$ cat config.mk
export PLATFORM = sky130hd
export DESIGN_NAME = slsu
export DESIGN_NICKNAME = d
export VERILOG_FILES = /design/src/rtl/slsu_pkg.sv /design/src/rtl/slsu_ldext.sv /design/src/rtl/slsu.sv
export SDC_FILE = /design/constraint.sdc
export NUM_CORES = 1
export LEC_CHECK = 0
export BUFFER_PORTS_ARGS = -buffer_cell sky130_fd_sc_hd__buf_4
export CAP_MARGIN = 15
export CORE_MARGIN = 2
export CORE_UTILIZATION = 53
export CTS_BUF_LIST = sky130_fd_sc_hd__clkbuf_4
export DETAILED_ROUTE_END_ITERATION = 10
export GPL_TIMING_DRIVEN = 0
export PLACE_DENSITY = 0.95
export SYNTH_ARGS = -nofsm -noshare
export SYNTH_HDL_FRONTEND = slang
export SYNTH_SLANG_ARGS = --single-unit
$ cat constraint.sdc
create_clock -name clk -period 2.9 [get_ports clk]
set_input_delay 0.58 -clock clk [delete_from_list [all_inputs] [get_ports clk]]
set_output_delay 0.58 -clock clk [all_outputs]
set_load 0.03 [all_outputs]
$ cat src/rtl/slsu_pkg.sv
// Shared encodings for the load/store unit: RV32I funct3 values, memory size codes,
// the FSM state type and the request legality checks.
package slsu_pkg;

    localparam logic [2:0] F3_B  = 3'b000;
    localparam logic [2:0] F3_H  = 3'b001;
    localparam logic [2:0] F3_W  = 3'b010;
    localparam logic [2:0] F3_BU = 3'b100;
    localparam logic [2:0] F3_HU = 3'b101;

    localparam logic [1:0] MEM_SIZE_BYTE = 2'b00;
    localparam logic [1:0] MEM_SIZE_HALF = 2'b01;
    localparam logic [1:0] MEM_SIZE_WORD = 2'b10;

    localparam logic [1:0] ST_IDLE   = 2'd0;
    localparam logic [1:0] ST_ACCESS = 2'd1;
    localparam logic [1:0] ST_RESP   = 2'd2;

    typedef enum logic [1:0] {
        IDLE   = ST_IDLE,
        ACCESS = ST_ACCESS,
        RESP   = ST_RESP
    } lsu_state_e;

    function automatic logic f3_illegal(input logic we, input logic [2:0] f3);
        if (we)
            return !(f3 == F3_B || f3 == F3_H || f3 == F3_W);
        return (f3 == 3'b011 || f3 == 3'b110 || f3 == 3'b111);
    endfunction

    function automatic logic misaligned(input logic [1:0] size, input logic [1:0] lsb);
        return (size == MEM_SIZE_HALF && lsb[0]) ||
               (size == MEM_SIZE_WORD && lsb != 2'b00);
    endfunction

endpackage

$ cat src/rtl/slsu_ldext.sv
// Combinational load-data extension selected by the RV32I load funct3.
module slsu_ldext
    import slsu_pkg::*;
#(
    parameter int DATA_WIDTH = 32
) (
    input  logic [2:0]            funct3,
    input  logic [DATA_WIDTH-1:0] rdata,
    output logic [DATA_WIDTH-1:0] data
);

    always_comb begin
        data = rdata;
        case (funct3)
            F3_B:    data = {{(DATA_WIDTH-8){rdata[7]}}, rdata[7:0]};
            F3_BU:   data = {{(DATA_WIDTH-8){1'b0}}, rdata[7:0]};
            F3_H:    data = {{(DATA_WIDTH-16){rdata[15]}}, rdata[15:0]};
            F3_HU:   data = {{(DATA_WIDTH-16){1'b0}}, rdata[15:0]};
            default: data = rdata;
        endcase
    end

endmodule

$ cat src/rtl/slsu.sv
// Single-outstanding load/store unit: validates a request, issues a one-cycle
// access to the data memory and returns an extended load result or error.
module slsu
    import slsu_pkg::*;
#(
    parameter int DATA_WIDTH = 32,
    parameter int MEM_SIZE   = 1024
) (
    input  logic                  clk,
    input  logic                  rst_n,
    input  logic                  req_valid_i,
    output logic                  req_ready_o,
    input  logic                  req_we_i,
    input  logic [2:0]            req_funct3_i,
    input  logic [DATA_WIDTH-1:0] req_addr_i,
    input  logic [DATA_WIDTH-1:0] req_wdata_i,
    input  logic [4:0]            req_rd_i,
    output logic                  mem_read_o,
    output logic                  mem_write_o,
    output logic [1:0]            mem_size_o,
    output logic [DATA_WIDTH-1:0] mem_addr_o,
    output logic [DATA_WIDTH-1:0] mem_wdata_o,
    input  logic [DATA_WIDTH-1:0] mem_rdata_i,
    output logic                  rsp_valid_o,
    input  logic                  rsp_ready_i,
    output logic [DATA_WIDTH-1:0] rsp_rdata_o,
    output logic [4:0]            rsp_rd_o,
    output logic                  rsp_is_load_o,
    output logic                  rsp_err_o
);

    // Same bound the memory applies, regardless of access size.
    localparam logic [DATA_WIDTH-1:0] ADDR_LIMIT = DATA_WIDTH'(MEM_SIZE - 3);

    lsu_state_e            state;
    lsu_state_e            state_next;
    logic                  accept;
    logic                  req_err;
    logic                  we;
    logic                  err;
    logic [2:0]            funct3;
    logic [DATA_WIDTH-1:0] addr;
    logic [DATA_WIDTH-1:0] wdata;
    logic [4:0]            rd;
    logic                  access;
    logic [DATA_WIDTH-1:0] ld_data;

    assign accept  = (state == IDLE) && req_valid_i;
    assign req_err = f3_illegal(req_we_i, req_funct3_i) ||
                     misaligned(req_funct3_i[1:0], req_addr_i[1:0]) ||
                     (req_addr_i >= ADDR_LIMIT);

    always_comb begin
        state_next = state;
        case (state)
            IDLE:    if (req_valid_i) state_next = ACCESS;
            ACCESS:  state_next = RESP;
            RESP:    if (rsp_ready_i) state_next = IDLE;
            default: state_next = IDLE;
        endcase
    end

    always_ff @(posedge clk or negedge rst_n) begin
        if (!rst_n) state <= IDLE;
        else        state <= state_next;
    end

    always_ff @(posedge clk or negedge rst_n) begin
        if (!rst_n) begin
            we     <= 1'b0;
            err    <= 1'b0;
            funct3 <= '0;
            addr   <= '0;
            wdata  <= '0;
            rd     <= '0;
        end else if (accept) begin
            we     <= req_we_i;
            err    <= req_err;
            funct3 <= req_funct3_i;
            addr   <= req_addr_i;
            wdata  <= req_wdata_i;
            rd     <= req_rd_i;
        end
    end

    // Strobes are decoded from state so an async reset drops them at once.
    assign access      = (state == ACCESS) && !err;
    assign mem_read_o  = access && !we;
    assign mem_write_o = access && we;
    assign mem_size_o  = access ? funct3[1:0] : '0;
    assign mem_addr_o  = access ? addr : '0;
    assign mem_wdata_o = access ? wdata : '0;

    slsu_ldext #(
        .DATA_WIDTH(DATA_WIDTH)
    ) u_ldext (
        .funct3(funct3),
        .rdata (mem_rdata_i),
        .data  (ld_data)
    );

    assign req_ready_o = (state == IDLE);
    assign rsp_valid_o = (state == RESP);

    always_ff @(posedge clk or negedge rst_n) begin
        if (!rst_n) begin
            rsp_rdata_o   <= '0;
            rsp_rd_o      <= '0;
            rsp_is_load_o <= 1'b0;
            rsp_err_o     <= 1'b0;
        end else if (state == ACCESS) begin
            rsp_rdata_o   <= (we || err) ? '0 : ld_data;
            rsp_rd_o      <= we ? '0 : rd;
            rsp_is_load_o <= !we;
            rsp_err_o     <= err;
        end
    end

endmodule

Yosys cells after proc, flatten, opt, wreduce, memory -nomap -nowiden
Index checks and enable logic that the tools add are counted.

Muxes and demuxes: 12. Equal/unequal tests: 14. Reduce and logical (&&, ||, !) cells: 22. Magnitude comparators: 1.

Operators with widths (count): one-hot mux 32 bit (4 select lines) (1); 2-to-1 mux 32 bit (3); >= comparator 32 x 10 -> 1 bit (second input constant) (1); equality test 3 bit (second input constant) (4); logical OR 1 bit (8); equality test 3 x 1 -> 1 bit (second input constant) (2); equality test 3 x 2 -> 1 bit (second input constant) (2); logical AND 1 bit (6); logical NOT 3 bit (2); 2-to-1 mux 2 bit (3); one-hot mux 2 bit (3 select lines) (1); 2-to-1 mux 5 bit (1); equality test 2 x 1 -> 1 bit (second input constant) (2); equality test 2 bit (second input constant) (2); logical NOT 1 bit (3); 2-to-1 mux 1 bit (3); logical NOT 2 bit (1); inequality test 2 x 1 -> 1 bit (second input constant) (1); inequality test 2 bit (second input constant) (1); AND reduction 2 bit (1); nonzero test 2 bit (1).

Input port bits: 109. Output and inout port bits: 109. Flip-flop bits (word level): 115. Logic and storage cells: 60.

Longest topological paths before layout
Gate-level depths: netlist of the first run.

Depth after elaboration: 8. Mapped depth: 6. Mapped depth without buffers: 4.

By module
From an unflattened synthesis of the first run, not the netlist that was laid out.

Cells, all modules: 418. Area, all modules: 5136.2 µm².

Modules (own cells, without submodules): slsu (area an instance 4780.8 µm², cells each 351, sequential area each 2877.8 µm², instances 1); slsu_ldext (area an instance 355.3 µm², cells each 67, sequential area each 0.0 µm², instances 1).

Worst setup path before layout of the first run
Ideal clock, no wire load.

Path type: register -> output. Start point: register state[1]. End point: output port mem_wdata_o[10]. Cell stages (with the launch flop): 5. Buffers on the path: 2. Arrival: 1348 ps. Data required time: 2320 ps. Path slack: 972 ps. Cell sequence: dfrtp_1 -> nor3b_2 -> clkbuf_2 -> clkbuf_2 -> and2_1.

Cells in the longest elaborated chain, start to end: 3.

RTL lines: from (decl) (line slsu.sv:35) `lsu_state_e state;`; from (signal assigned) (line slsu.sv:65) `else state <= state_next;`; equality test 2 x 1 -> 1 bit (line slsu.sv:87) `assign access = (state == ACCESS) && !err;`; logical AND 1 bit (line slsu.sv:87); 2-to-1 mux 32 bit (line slsu.sv:92) `assign mem_wdata_o = access ? wdata : '0;`; to (decl) (line slsu.sv:22) `output logic [DATA_WIDTH-1:0] mem_wdata_o,`.

Every way passes these cells.

Worst setup path after layout of the first run
Start point: register state[1]. End point: output port mem_wdata_o[20].

Same word-level chain as after synthesis.

==> results.md, run 1 <==
Clock network:
- Hold repair after CTS inserted 0 buffers.
- The CTS H-tree depth is 4.
- TritonCTS built the clock tree.
- The clock insertion delay at the later pin of the skew report is 0.48 ns.
- The clock drives 115 sinks.
- Once the clock tree was built, the setup fixing pass inserted 0 buffers.
- The tree is rooted in a sky130_fd_sc_hd__clkbuf_4.
- Counting the buffers created by CTS gives 17.
- After clock tree synthesis, the repair step resized 0 gates.
- The maximum number of buffers from clock root to sink is 2.
- The clock transition at the register clock pins on the worst setup and hold paths after CTS is 0.11 ns.

Worst setup path:
- The number of cells traversed by the worst register-to-register path is 4.
- STA classifies the critical path startpoint as a register.
- The start of the worst register-to-register path is state[1]$_DFFE_PN0P_.
- In this run the worst path has a maximum fanout of 10.
- Data arrives at the worst endpoint at 2.12 ns.
- At the worst endpoint, the required time is 2.32 ns.
- The path type of the worst setup path is register to output pin.
- The worst reg2reg path endpoint is addr[15]$_DFFE_PN0P_.
- The element type at the critical path end is an output pin.
- The register-to-register setup slack is 1.06 ns.

Floorplanning:
- The initial core utilization is between 50% and 60%.
- The initialized floorplan defines 35 standard-cell rows.
- The width of the die is 102.1 um.
- The die covers ~0.010 mm2.
- During I/O placement, the number of pins put on the boundary was roughly 220.
- The area inside the core boundary is between 0.009 and 0.01 mm2.
- The floorplan step set the die height to 102.1 um.

Synth:
- Summing the areas of all compound-gate instances in the mapped netlist gives 8.368% of the synthesized area.
- The dominant cell type by area after synthesis is sky130_fd_sc_hd__dfrtp_1.
- The cell with the most instances after synthesis is sky130_fd_sc_hd__dfrtp_1.
- The portion of synthesized cell area occupied by the leading cell type is 56.44%.
- The portion of the post-synthesis area used by sequential elements is 56.44%.
- After synthesis, the largest family of logic cells by area is multiplexers.
- By area the synthesized netlist is led by sky130_fd_sc_hd__dfrtp_1 56%, sky130_fd_sc_hd__mux2_2 16%, sky130_fd_sc_hd__and2_1 8.2%.
- Yosys printed 0 warnings.
- The mux contribution to synthesized area is 16.34%.
- Counting flops and latches in the post-synthesis netlist gives 115.
- After Yosys synthesis, and, or, nand and nor cells account for 15.56% of the synthesized area.
- The number of different library cells used by synthesis comes to 29.
- The area of the mapped netlist is 0.005099 mm2.
- The post-synth net total is 520.
- In this run the mean area of a mapped cell was 12.41 um2.
- The count of flip-flops with a built-in enable after synthesis is 0.
- The share of synthesized registers carrying an async set or reset is between 90% and 100%.
- After Yosys synthesis, XOR and XNOR cells account for 0% of the synthesized area.
- After synthesis, the most frequently instantiated cells are 115 x sky130_fd_sc_hd__dfrtp_1, 72 x sky130_fd_sc_hd__mux2_2, 67 x sky130_fd_sc_hd__and2_1.
- The synthesized netlist devotes 0% of its cell area to adder and majority cells.
- Synthesis produced 411 cells.
- The dominant synthesized flop cell is sky130_fd_sc_hd__dfrtp_1.

Placed design:
- The count of buffers added on input and output ports is 217.
- The weighted congestion at the end of routability-driven global placement is 0.8088.
- The detailed placer's ending HPWL is 10680 um.
- Prior to clock tree synthesis, the placed netlist has a worst setup slack of 0.6186 ns.

Drt:
- The first detailed-routing pass ran for 4 iterations.
- The mean number of vias per cell is 5.313.
- Dividing the detail-routed wire length by the instance count gives 17.49 um.
- The post-detailed-routing wire length is between 10000 and 15000 um.
- Across all layers, the routed design uses 4192 vias.
- In the routed design, unresolved DRC markers number 0.
- In this run, the number of DRC markers left after iteration 0 of detailed routing was 63.
- The number of nets with antenna violations after routing is 0.

Hold path:
- The worst min-delay path category is input pin to asynchronous set/reset pin.

Global routing:
- The first global-routing pass estimated 21290 um of wire.
- Global routing used 26.57% of the available tracks across all layers.
- The number of antenna violations at the first check in global routing is 0.
- The total grt overflow is 0.
- The number of global-route vias before repair came to around 4500.
- Entering global routing, the biggest net connects 65 pins.

STA:
- The slew of the pin with the lowest slew margin is 0.7004 ns.
- After layout, the minimum clock period comes to between 2 and 3 ns.
- Setup repair after global routing left no endpoint under its margin.
- The worst path meets setup with 0.2013 ns of slack.
- The headroom to the max-slew limit is 53.31%.
- The upper clock frequency limit is 370.6 MHz.
- The number of failing setup endpoints in the final timing report is 0.
- The number of pins exceeding their max-slew limit in the final report is 0.
- Across the routed clock network, the largest skew measured is 0.02016 ns.
- The final critical path takes up 93.06% of the cycle.
- In the final timing run, aggregate negative setup slack is 0 ns.
- The number of hold violations in the final report is 0.

Finish:
- Relative to the synthesized area, the layout overhead comes to 41.37%.
- Registers take between 0.002 and 0.003 mm2.
- Fill cells in the final layout number 627.
- The number of diodes added for antenna fixing is 0.
- The final layout contains 757 nets.
- The post-route netlist has 53.18% of its cells at a drive strength greater than 1.
- The end-of-flow core utilization is 77.64%.
- The area of the multi-input gates is 0.002059 mm2.

Power:
- The final total power is 0.005328 W.
- The maximum vdd ir drop is 0.0005492 V.
- The leakage power figure is 3.554 nW.
- The power per unit of standard cell area is about 740 mW/mm2.

Run:
- Across the run, the number of max-cap violations was 0.

Run status:
- The run finished with clean final reports.
## through the flow
| step | area, um2 | hold WS (ns) | std cells |
|---|---|---|---|
| 2_1_floorplan | 5099 | 0.2844 | 411 |
| 3_3_place_gp | 6889 | 0.4601 | 757 |
| 3_5_place_dp | 6917 | 0.4670 | 758 |
| 4_1_cts | 7199 | 0.1342 | 789 |
| 5_1_grt | 7208 | 0.1410 | 789 |
| 6_report | 7208 | 0.1282 | 789 |
## state kept, by name (all words and copies together) (netlist names)
register,cells
addr,32
err,1
funct3,3
rd,5
rsp_err_o,1
rsp_is_load_o,1
rsp_rd_o,5
rsp_rdata_o,32
state,2
wdata,32
we,1
## kinds of logic after synthesis
family / after synthesis
compound gates: 52
buf+inv: 32
flops: 115
mux: 74
simple gates: 138
## final cells by class
cell class,count,share of cell area [%]
Buffer,29,2.187
Clock buffer,19,1.979
Clock inverter,12,1.944
Inverter,3,0.1736
Multi-Input combinational cell,264,28.57
Sequential cell,115,39.92
Tap cell,129,2.239
Timing Repair Buffer,218,22.98
## per-layer routing
layer  global-route usage (%)  up-vias  routed length (um)
met5                        0        -                   0
met3                    6.908       30                 860
met4                    9.436        0                 339
met1                    30.32     2102                5259
li1                         -     1897                   -
met2                    48.18      163                7339
## report_power, final
| part | internal, W | switching (W) |
|---|---|---|
| Combinational | 0.000856 | 0.000796 |
| Clock | 0.000601 | 0.000593 |
| Sequential | 0.00217 | 0.000307 |
| Total | 0.00363 | 0.00170 |
## placed cells by master (no fill, tap or decap), types with 2 or more instances in the layout
cell                         netlist  layout
sky130_fd_sc_hd__a22o_1           16      16
sky130_fd_sc_hd__and2_1           67      67
sky130_fd_sc_hd__buf_1             2       2
sky130_fd_sc_hd__buf_2             6       6
sky130_fd_sc_hd__buf_4             7     224
sky130_fd_sc_hd__bufinv_16         0       3
sky130_fd_sc_hd__clkbuf_1          9       9
sky130_fd_sc_hd__clkbuf_2          4       3
sky130_fd_sc_hd__clkbuf_4          0      20
sky130_fd_sc_hd__clkinv_1          0       2
sky130_fd_sc_hd__clkinv_2          1       5
sky130_fd_sc_hd__clkinvlp_4        0       3
sky130_fd_sc_hd__dfrtp_1         115     115
sky130_fd_sc_hd__inv_1             2       2
sky130_fd_sc_hd__mux2_1            2       2
sky130_fd_sc_hd__mux2_2           72      72
sky130_fd_sc_hd__nand2_1          31      31
sky130_fd_sc_hd__nand2b_1          8       8
sky130_fd_sc_hd__nand4_1           3       3
sky130_fd_sc_hd__nor2_1            3       3
sky130_fd_sc_hd__nor2b_1          16      16
sky130_fd_sc_hd__nor4_1            6       6
sky130_fd_sc_hd__o21ai_0          16      16
sky130_fd_sc_hd__o31ai_1           6       6
sky130_fd_sc_hd__o31ai_2          10      10
## critical path: stages, from the launching register on
cell	delay, ns
sky130_fd_sc_hd__dfrtp_1	0.46
sky130_fd_sc_hd__nor3b_4	0.34
sky130_fd_sc_hd__clkbuf_4	0.30
sky130_fd_sc_hd__clkbuf_2	0.22
sky130_fd_sc_hd__and2_1	0.17
sky130_fd_sc_hd__buf_4	0.16
## worst max-delay path by stage
| stage | from | to | slack (ns) |
|---|---|---|---|
| final | state[1]$_DFFE_PN0P_ | mem_wdata_o[20] | 0.20 |
| after global routing | state[1]$_DFFE_PN0P_ | mem_wdata_o[25] | 0.05 |
| after CTS | state[1]$_DFFE_PN0P_ | mem_wdata_o[20] | 0.06 |
| after detailed placement | state[1]$_DFFE_PN0P_ | mem_wdata_o[20] | 0.62 |
| after global placement | state[1]$_DFFE_PN0P_ | mem_wdata_o[26] | 0.66 |
| after floorplan | state[1]$_DFFE_PN0P_ | mem_wdata_o[10] | 0.97 |
(Power assumes the default switching activity.)
==> run 2: changes to the inputs <==
--- a/config.mk
+++ b/config.mk
@@ -6,13 +6,14 @@
 export NUM_CORES = 1
 export LEC_CHECK = 0
 export BUFFER_PORTS_ARGS = -buffer_cell sky130_fd_sc_hd__buf_4
-export CAP_MARGIN = 15
+export CAP_MARGIN = 5
 export CORE_MARGIN = 2
 export CORE_UTILIZATION = 53
 export CTS_BUF_LIST = sky130_fd_sc_hd__clkbuf_4
 export DETAILED_ROUTE_END_ITERATION = 10
 export GPL_TIMING_DRIVEN = 0
 export PLACE_DENSITY = 0.95
+export RECOVER_POWER = 100
 export SYNTH_ARGS = -nofsm -noshare
 export SYNTH_HDL_FRONTEND = slang
 export SYNTH_SLANG_ARGS = --single-unit
==> run 2 against run 1 <==
Against the previous run: utilization is 3.4 points lower; power decreased by 1.4%; sequential cell count stayed put; die area is the same; design area is 4.4% lower; sequential share of layout area increased by 1.8 points; hold slack improved by 0.18 ns; critical path type unchanged; critical endpoint is now mem_wdata_o[5]; highest routed layer unchanged.
==> results.md, run 2 (synthesis results as in run 1) <==
Global routing:
- The first-pass GRT wire length is 21290 um (unchanged).
- The number of global-route vias before repair came to 4480 (unchanged).
- The total grt overflow is 0 (unchanged).
- The number of antenna violations at the first check in global routing is 0 (unchanged).
- The total track usage came to 26.57% (unchanged).
- The largest net degree at the start of global routing is 65 (unchanged).

Floorplanning:
- The initial core utilization is 54.92% (unchanged).
- The area inside the core boundary was 0.009284 mm2 (unchanged).
- The count of standard-cell rows was 35 (unchanged).
- The area of the die is 0.01042 mm2 (unchanged).
- The height of the die is 102.1 um (unchanged).
- The I/O pin total is 218 (unchanged).
- The width of the die is 102.1 um (unchanged).

Clock network:
- The clock insertion delay at the later pin of the skew report came to 0.48 ns (about the same).
- The clock transition at the register clock pins on the worst setup and hold paths after CTS came to 0.10 ns (about the same).
- The number of sinks driven by the clock tree is 115 (unchanged).
- The number of buffers added for setup after CTS came to 0 (unchanged).
- The clock root buffer is sky130_fd_sc_hd__clkbuf_4.
- The CTS H-tree depth is 4 (unchanged).
- The maximum number of buffers from clock root to sink is 2 (unchanged).
- TritonCTS built the clock tree.
- The total clock buffers created by CTS is 17 (unchanged).

Drt:
- The remaining design rule violation count came to 0 (unchanged).
- The DRC marker count from the first detailed-route iteration is 78 (+24%).
- The post-detailed-routing wire length is 13860 um (+0.47%).
- The number of nets with antenna violations after routing was 0 (unchanged).
- The routed wirelength normalized by instance count is 17.57 um (+0.47%).
- The count of TritonRoute iterations in the first routing pass is 4 (unchanged).
- The mean number of vias per cell is 5.264 (-0.93%).
- The detailed-route via count is 4153 (-0.93%).

Finish:
- The number of nets in the layout was 757 (unchanged).
- The post-route cell area is 0.006894 mm2 (-4.4%).
- The fraction of layout instances using a drive strength above 1 is 43.48% (-9.7 points).
- The commonest non-fill, non-tap cell in the layout is sky130_fd_sc_hd__buf_4.
- Leaving out fill and tap cells, the most frequent cells in the layout are 141 x sky130_fd_sc_hd__buf_4, 115 x sky130_fd_sc_hd__dfrtp_1, 72 x sky130_fd_sc_hd__mux2_2.
- The number of standard cells in the final layout excluding fillers came to 789 (unchanged).
- The number of diodes added for antenna fixing was 0 (unchanged).
- The fill cell total of the finished layout is 717 (+14%).
- The largest registers in the layout are addr x32, rsp_rdata_o x32, wdata x32.
- The growth of design area from synthesis to finish is 35.21%.

Placed design:
- The total placed instance area came to 0.006917 mm2 (unchanged).
- The weighted congestion at the end of routability-driven global placement is 0.8088 (unchanged).
- The number of port buffers is 217 (unchanged).
- The cell total after placement is 758 (unchanged).
- The detailed placer's ending HPWL is 10680 um (unchanged).

STA:
- The total negative setup slack is 0 ns (unchanged).
- The worst hold slack after final layout came to 0.3113 ns (+0.1831 ns).
- The number of hold violations in the final report is 0 (unchanged).
- The minimum clock period after layout is 2.716 ns (+0.01767 ns).
- The headroom to the max-slew limit was 8.716% (-45 points).
- The upper clock frequency limit is 368.1 MHz (-0.65%).
- The number of failing setup endpoints in the final timing report came to 0 (unchanged).
- The post-route clock skew came to 0.02246 ns (+0.002307 ns).
- The slew of the pin with the lowest slew margin was 1.369 ns (+0.6689 ns).
- The share of the clock period used by the worst path after layout was 93.67% (+0.61 points).
- Setup repair after global routing left no endpoint under its margin.
- The number of pins exceeding their max-slew limit in the final report is 0 (unchanged).

Worst setup path:
- STA classifies the critical path endpoint as an output pin.
- The critical path in this run is classified as register to output pin.
- The worst setup path is launched from a register.
- The arrival time at the worst endpoint is 2.14 ns (+0.02 ns).
- The peak fanout along the critical path is 10 (unchanged).
- The required time at the worst-slack endpoint is 2.32 ns (about the same).

Hold path:
- The min-delay analysis places its worst path in the category input pin to register.

Power:
- The leakage power figure is 3.248 nW (-8.6%).
- The maximum vdd ir drop came to 0.0005498 V (+0.10%).
- The power per unit of standard cell area is 761.9 mW/mm2 (+3.1%).

Run status:
- The run finished with clean final reports.

Run:
- The count of max-cap constraint violations was 0 (unchanged).
[run 2: cell types whose count changed in the layout (fill, tap and decap cells not counted), sizes merged]
cell      previous run  this run
clkinv               7         6
buf                234       145
clkinvlp             3         4
clkbuf              32       121
[run 2: worst max-delay path: stages, from the launching register on]
cell and delay [ns]:
sky130_fd_sc_hd__dfrtp_1 0.46, sky130_fd_sc_hd__nor3b_4 0.34, sky130_fd_sc_hd__clkbuf_4 0.30, sky130_fd_sc_hd__clkbuf_2 0.21, sky130_fd_sc_hd__and2_1 0.15, sky130_fd_sc_hd__clkbuf_2 0.21
[run 2: cell type report]
class	count	area [um2]	share of cell area, %
well taps	129	161.4	2.341
plain buffers	29	138.9	2.015
multi-input cells	264	2024	29.36
flip-flops and latches	115	2878	41.74
repair buffers	218	1396	20.25
inverters	3	12.51	0.1815
clock buffers	19	142.6	2.069
clock inverters	12	140.1	2.033
[run 2: path summary, 6_finish.rpt]
kind                                        startpoint                          end  slack (ns)  cells after the start
max                               state[1]$_DFFE_PN0P_               mem_wdata_o[5]        0.18                      5
min                                        rsp_ready_i         state[1]$_DFFE_PN0P_        0.31                      2
max reg2reg                       state[1]$_DFFE_PN0P_         addr[28]$_DFFE_PN0P_        0.32                      4
min reg2reg                rsp_rdata_o[16]$_DFFE_PN0N_  rsp_rdata_o[16]$_DFFE_PN0N_        0.49                      2
max in group asynchronous                        rst_n        wdata[18]$_DFFE_PN0P_        1.57                      2
min in group asynchronous                        rst_n  rsp_rdata_o[22]$_DFFE_PN0N_        0.39                      1
[run 2: where the power goes]
| part | switching, W | leakage, nW | internal (W) |
|---|---|---|---|
| sequential | 0.000305 | 1.42 | 0.00217 |
| combinational | 0.000788 | 1.68 | 0.000787 |
| clock | 0.000597 | 0.149 | 0.000601 |
| total | 0.00169 | 3.25 | 0.00356 |
[run 2: through the flow]
step	total power, W	utilization, %	worst slack (ns)
after detailed placement	0.004179	74.50	0.6186
final	0.005252	74.26	0.1837
after floorplan	0.003579	-	0.9717
after global placement	0.004021	74.20	0.6592
after global routing	0.005556	74.26	0.03390
after CTS	0.005363	77.55	0.06346
[run 2: metal layers]
layer	wire length [um]	up-vias	GRT usage (%)
li1	-	1887	-
met1	5343	2086	30.32
met2	7328	153	48.18
met3	863	27	6.908
met4	327	0	9.436
met5	0	-	0
[run 2: repair_timing]
item                                    4_1_cts  5_1_grt
resized for setup                             0        3
hold buffers                                  0        0
endpoints found under the setup margin        0       30
==> run 3: changes to the inputs <==
--- a/config.mk
+++ b/config.mk
@@ -5,8 +5,9 @@
 export SDC_FILE = /design/constraint.sdc
 export NUM_CORES = 1
 export LEC_CHECK = 0
+export ABC_AREA = 1
 export BUFFER_PORTS_ARGS = -buffer_cell sky130_fd_sc_hd__buf_4
-export CAP_MARGIN = 5
+export CAP_MARGIN = 20
 export CORE_MARGIN = 2
 export CORE_UTILIZATION = 53
 export CTS_BUF_LIST = sky130_fd_sc_hd__clkbuf_4
==> run 3 against run 2 <==
Against the previous run: critical path depth rose by 2; clock-buffer cell count decreased by 2; die area decreased by 1.2%; highest routed layer unchanged; power fell by 5.4%; maximum frequency decreased by 2.5%; largest cell class unchanged; global-route usage rose by 1.7 points.
==> results.md, run 3 <==
Synth:
- By count the netlist is led by 150 x sky130_fd_sc_hd__nand2_1, 115 x sky130_fd_sc_hd__dfrtp_1, 79 x sky130_fd_sc_hd__o21ai_0.
- Yosys instantiated no cell more often than sky130_fd_sc_hd__nand2_1.
- By area the synthesized netlist is led by sky130_fd_sc_hd__dfrtp_1 57%, sky130_fd_sc_hd__nand2_1 11%, sky130_fd_sc_hd__o21ai_0 7.9%.
- The portion of the post-synthesis area used by sequential elements was 57.14% (+0.70 points).
- In the synthesized netlist the dominant register cell turns out to be sky130_fd_sc_hd__dfrtp_1.
- The area of the mapped netlist is 0.005036 mm2 (-1.2%).
- The share of synthesized registers carrying an async set or reset is 100.0% (unchanged).
- The synthesized area per cell was 8.521 um2 (-31%).
- The count of distinct cell types in the synthesized netlist is 22 (-24%).
- The portion of synthesized cell area occupied by the leading cell type is 57.14% (+0.70 points).
- The synthesized design spends more area on one cell type than any other, namely sky130_fd_sc_hd__dfrtp_1.
- The flop and latch count out of synthesis came to 115 (unchanged).
- The count of warnings emitted by yosys is 0 (unchanged).
- The count of flip-flops with a built-in enable after synthesis is 0 (unchanged).
- The post-synth net total is 700 (+35%).
- The synthesized instance count came to 591 (+44%).

Worst setup path:
- In this run the critical register-to-register path is launched from state[0]$_DFFE_PN0P_.
- The required time at the worst-slack endpoint was 2.32 ns (about the same).
- The path type of the worst setup path is register to output pin.
- STA classifies the critical path startpoint as a register.
- The worst reg2reg path endpoint is wdata[3]$_DFFE_PN0P_.
- The arrival time at the worst endpoint is 2.20 ns (+0.06 ns).
- The delay contributed by the slowest stage of the critical path is 0.37 ns (-0.09 ns).
- The number of cells traversed by the worst register-to-register path was 7 (+3).
- The register-to-register setup slack is 0.98 ns (+0.66 ns).
- The slowest stage of the critical path belongs to the cell sky130_fd_sc_hd__dfrtp_1.
- The worst setup path is captured at an output pin.
- The most numerous cell on the critical path is sky130_fd_sc_hd__clkbuf_2.
- Traced cell by cell, the critical path runs through inv_1 > nor2_4 > inv_2 > or2_1 > clkbuf_2 > nor2_1 > clkbuf_2.
- The peak fanout along the critical path is 10 (unchanged).

STA:
- The headroom to the max-slew limit came to 9.037% (+0.32 points).
- The number of pins exceeding their max-slew limit in the final report was 0 (unchanged).
- The post-route clock skew is 0.02062 ns (-0.001846 ns).
- Setup repair after global routing left no endpoint under its margin.
- The share of the clock period used by the worst path after layout is 96.03% (+2.4 points).
- The final setup slack of the worst path is 0.1152 ns (-0.06846 ns).
- The total negative setup slack is 0 ns (unchanged).
- The minimum clock period after layout is 2.785 ns (+0.06846 ns).
- The number of hold violations in the final report is 0 (unchanged).
- The number of failing setup endpoints in the final timing report came to 0 (unchanged).
- The slew of the pin with the lowest slew margin was 1.364 ns (-0.004813 ns).
- The upper clock frequency limit is 359.1 MHz (-2.5%).

Power:
- The leakage power figure was 3.597 nW (+11%).
- The relative contribution of combinational cells to total power is 31.7% (+1.7 points).
- The portion of total power attributed to sequential cells is 46.6% (-0.6 points).
- The switching fraction of total power came to 39.41% (+7.2 points).
- The cell-internal power is 0.003010 W (-16%).
- The power per unit of standard cell area is 728.6 mW/mm2 (-4.4%).
- The maximum vdd ir drop is 0.0004225 V (-23%).
- The portion of total power attributed to the clock network was 21.7% (-1.1 points).
- The power spent charging and discharging nets was 0.001958 W (+16%).

Finish:
- The number of diodes added for antenna fixing was 0 (unchanged).
- From synthesis to final layout, the design area changed by 35.38%.
- The fraction of layout instances using a drive strength above 1 is 29.05% (-14 points).
- The post-route cell area came to 0.006818 mm2 (-1.1%).
- The top cell types in the final layout, fill and taps aside, are 150 x sky130_fd_sc_hd__nand2_1, 128 x sky130_fd_sc_hd__buf_4, 115 x sky130_fd_sc_hd__dfrtp_1.
- In the final layout, the registers with the most flip-flops are addr x32, rsp_rdata_o x32, wdata x32.
- The commonest non-fill, non-tap cell in the layout is sky130_fd_sc_hd__nand2_1.
- The number of nets in the layout is 936 (+24%).

Clock network:
- The cts-stage hold buffer count is 0 (unchanged).
- The clock insertion delay at the later pin of the skew report was 0.52 ns (+0.04 ns).
- The clock root buffer is sky130_fd_sc_hd__clkbuf_4.
- TritonCTS built the clock tree.
- The post-cts resize count is 0 (unchanged).
- The maximum number of buffers from clock root to sink was 2 (unchanged).
- The clock transition at the register clock pins on the worst setup and hold paths after CTS is 0.11 ns (about the same).
- The total clock buffers created by CTS is 17 (unchanged).
- The number of buffers added for setup after CTS was 0 (unchanged).
- The number of sinks driven by the clock tree came to 115 (unchanged).
- The CTS H-tree depth is 4 (unchanged).

Hold path:
- The worst hold path terminates at wdata[15]$_DFFE_PN0P_.
- The number of stages on the worst hold path came to 3 (+1).
- The worst min-delay path category is input pin to register.
- The startpoint of the worst hold path is req_wdata_i[15].

Run status:
- The flow ran to the end, and the final reports show no timing, DRC or antenna violations.

Floorplanning:
- The initial core utilization is 54.50% (-0.42 points).
- The height of the die came to 101.5 um (-0.59%).
- The area of the die is 0.01030 mm2 (-1.2%).
- The area inside the core boundary was 0.009240 mm2 (-0.47%).
- The I/O pin total was 218 (unchanged).
- The width of the die is 101.5 um (-0.59%).
- The count of standard-cell rows is 35 (unchanged).

Global routing:
- The total track usage came to 28.22% (+1.7 points).
- The number of antenna violations at the first check in global routing is 0 (unchanged).
- The first-pass GRT wire length is 22510 um (+5.7%).
- The largest net degree at the start of global routing came to 63 (-3.1%).
- The total grt overflow is 0 (unchanged).
- The number of global-route vias before repair is 4886 (+9.1%).

Placed design:
- The minimum setup slack after placement came to 0.5990 ns (-0.01962 ns).
- The weighted congestion at the end of routability-driven global placement is 0.8341 (+3.1%).
- The detailed placer's ending HPWL came to 10870 um (+1.7%).
- The total placed instance area was 0.006854 mm2 (-0.90%).
- The number of port buffers is 217 (unchanged).

Drt:
- The DRC marker count from the first detailed-route iteration came to 172 (+120%).
- The detailed-route via count was 4902 (+18%).
- The count of TritonRoute iterations in the first routing pass came to 5 (+1).
- The post-detailed-routing wire length came to 14390 um (+3.8%).
- The routed wirelength normalized by instance count was 14.85 um (-15%).
- The mean number of vias per cell is 5.059 (-3.9%).
- The number of nets with antenna violations after routing is 0 (unchanged).
- The remaining design rule violation count came to 0 (unchanged).

Run:
- The count of max-cap constraint violations is 0 (unchanged).
==> run 3: cell types whose count changed after synthesis, moves of 16 or more <==
cell	before	now
sky130_fd_sc_hd__o21ai_0	16	79
sky130_fd_sc_hd__inv_1	2	75
sky130_fd_sc_hd__nor2_1	3	68
sky130_fd_sc_hd__nor2_2	0	21
sky130_fd_sc_hd__o211ai_1	0	16
sky130_fd_sc_hd__mux2_2	72	0
sky130_fd_sc_hd__nor2b_1	16	0
sky130_fd_sc_hd__nand2_1	31	150
sky130_fd_sc_hd__and2_1	67	0
==> run 3: final cells by class <==
class | count | area (um2)
Timing Repair Buffer | 218 | 1365
Buffer | 34 | 161.4
Multi-Input combinational cell | 364 | 1702
Fill cell | 716 | 2422
Inverter | 77 | 289.0
Clock buffer | 17 | 127.6
Sequential cell | 115 | 2878
Tap cell | 129 | 161.4
Clock inverter | 15 | 133.9
==> run 3: worst max-delay path by stage <==
stage                    startpoint             end  slack (ns)  cells after the start
3_5_place_dp   state[1]$_DFFE_PN0P_  mem_addr_o[30]        0.60                      7
6_report       state[0]$_DFFE_PN0P_  mem_wdata_o[8]        0.12                      7
2_1_floorplan  state[1]$_DFFE_PN0P_  mem_addr_o[10]        0.76                      6
3_3_place_gp   state[1]$_DFFE_PN0P_  mem_addr_o[30]        0.62                      7
5_1_grt        state[0]$_DFFE_PN0P_  mem_wdata_o[4]        0.02                      7
4_1_cts        state[1]$_DFFE_PN0P_  mem_addr_o[30]       0.008                      7
==> run 3: worst max-delay path, delay by kind of cell (launching register included) <==
| family | cells | cell delay (ns) |
|---|---|---|
| buf+inv | 4 | 0.65 |
| flops | 1 | 0.37 |
| simple gates | 3 | 0.69 |
==> run 3: per-stage QoR <==
stage                     util [%]  cells  total power (W)  hold slack, ns
after floorplan                  -    591         0.003337          0.2844
after global placement       73.88    937         0.003811          0.4579
after detailed placement     74.18    938         0.003953          0.4670
after CTS                    77.01    970         0.005032         0.09762
after global routing         73.78    969         0.005311          0.2294
final                        73.78    969         0.004967          0.2655
==> run 3: cell families (layout without fill, tap and decap cells) <==
logic type	count (synthesis)	count (layout)	share of synthesized area, %
buffers and inverters	112	361	9.019
flip-flops	115	115	57.14
AO/OA/AOI/OAI	113	113	13.27
AND/OR/NAND/NOR	251	251	20.57
==> run 3: layer usage <==
layer | vias to the layer above | wire (um) | global-route usage (%)
li1 | 2314 | - | -
met1 | 2351 | 5512 | 32.34
met2 | 209 | 7539 | 50.38
met3 | 28 | 1016 | 7.453
met4 | 0 | 319 | 11.02
met5 | - | 0 | 0
==> run 3: power by group through the flow <==
stage               clock, W  sequential [W]  combinational (W)
floorplan                  0         0.00234           0.000993
CTS                  0.00110         0.00232            0.00162
finish               0.00108         0.00232            0.00157
global route         0.00117         0.00236            0.00177
detailed placement         0         0.00235            0.00160
global placement           0         0.00232            0.00149
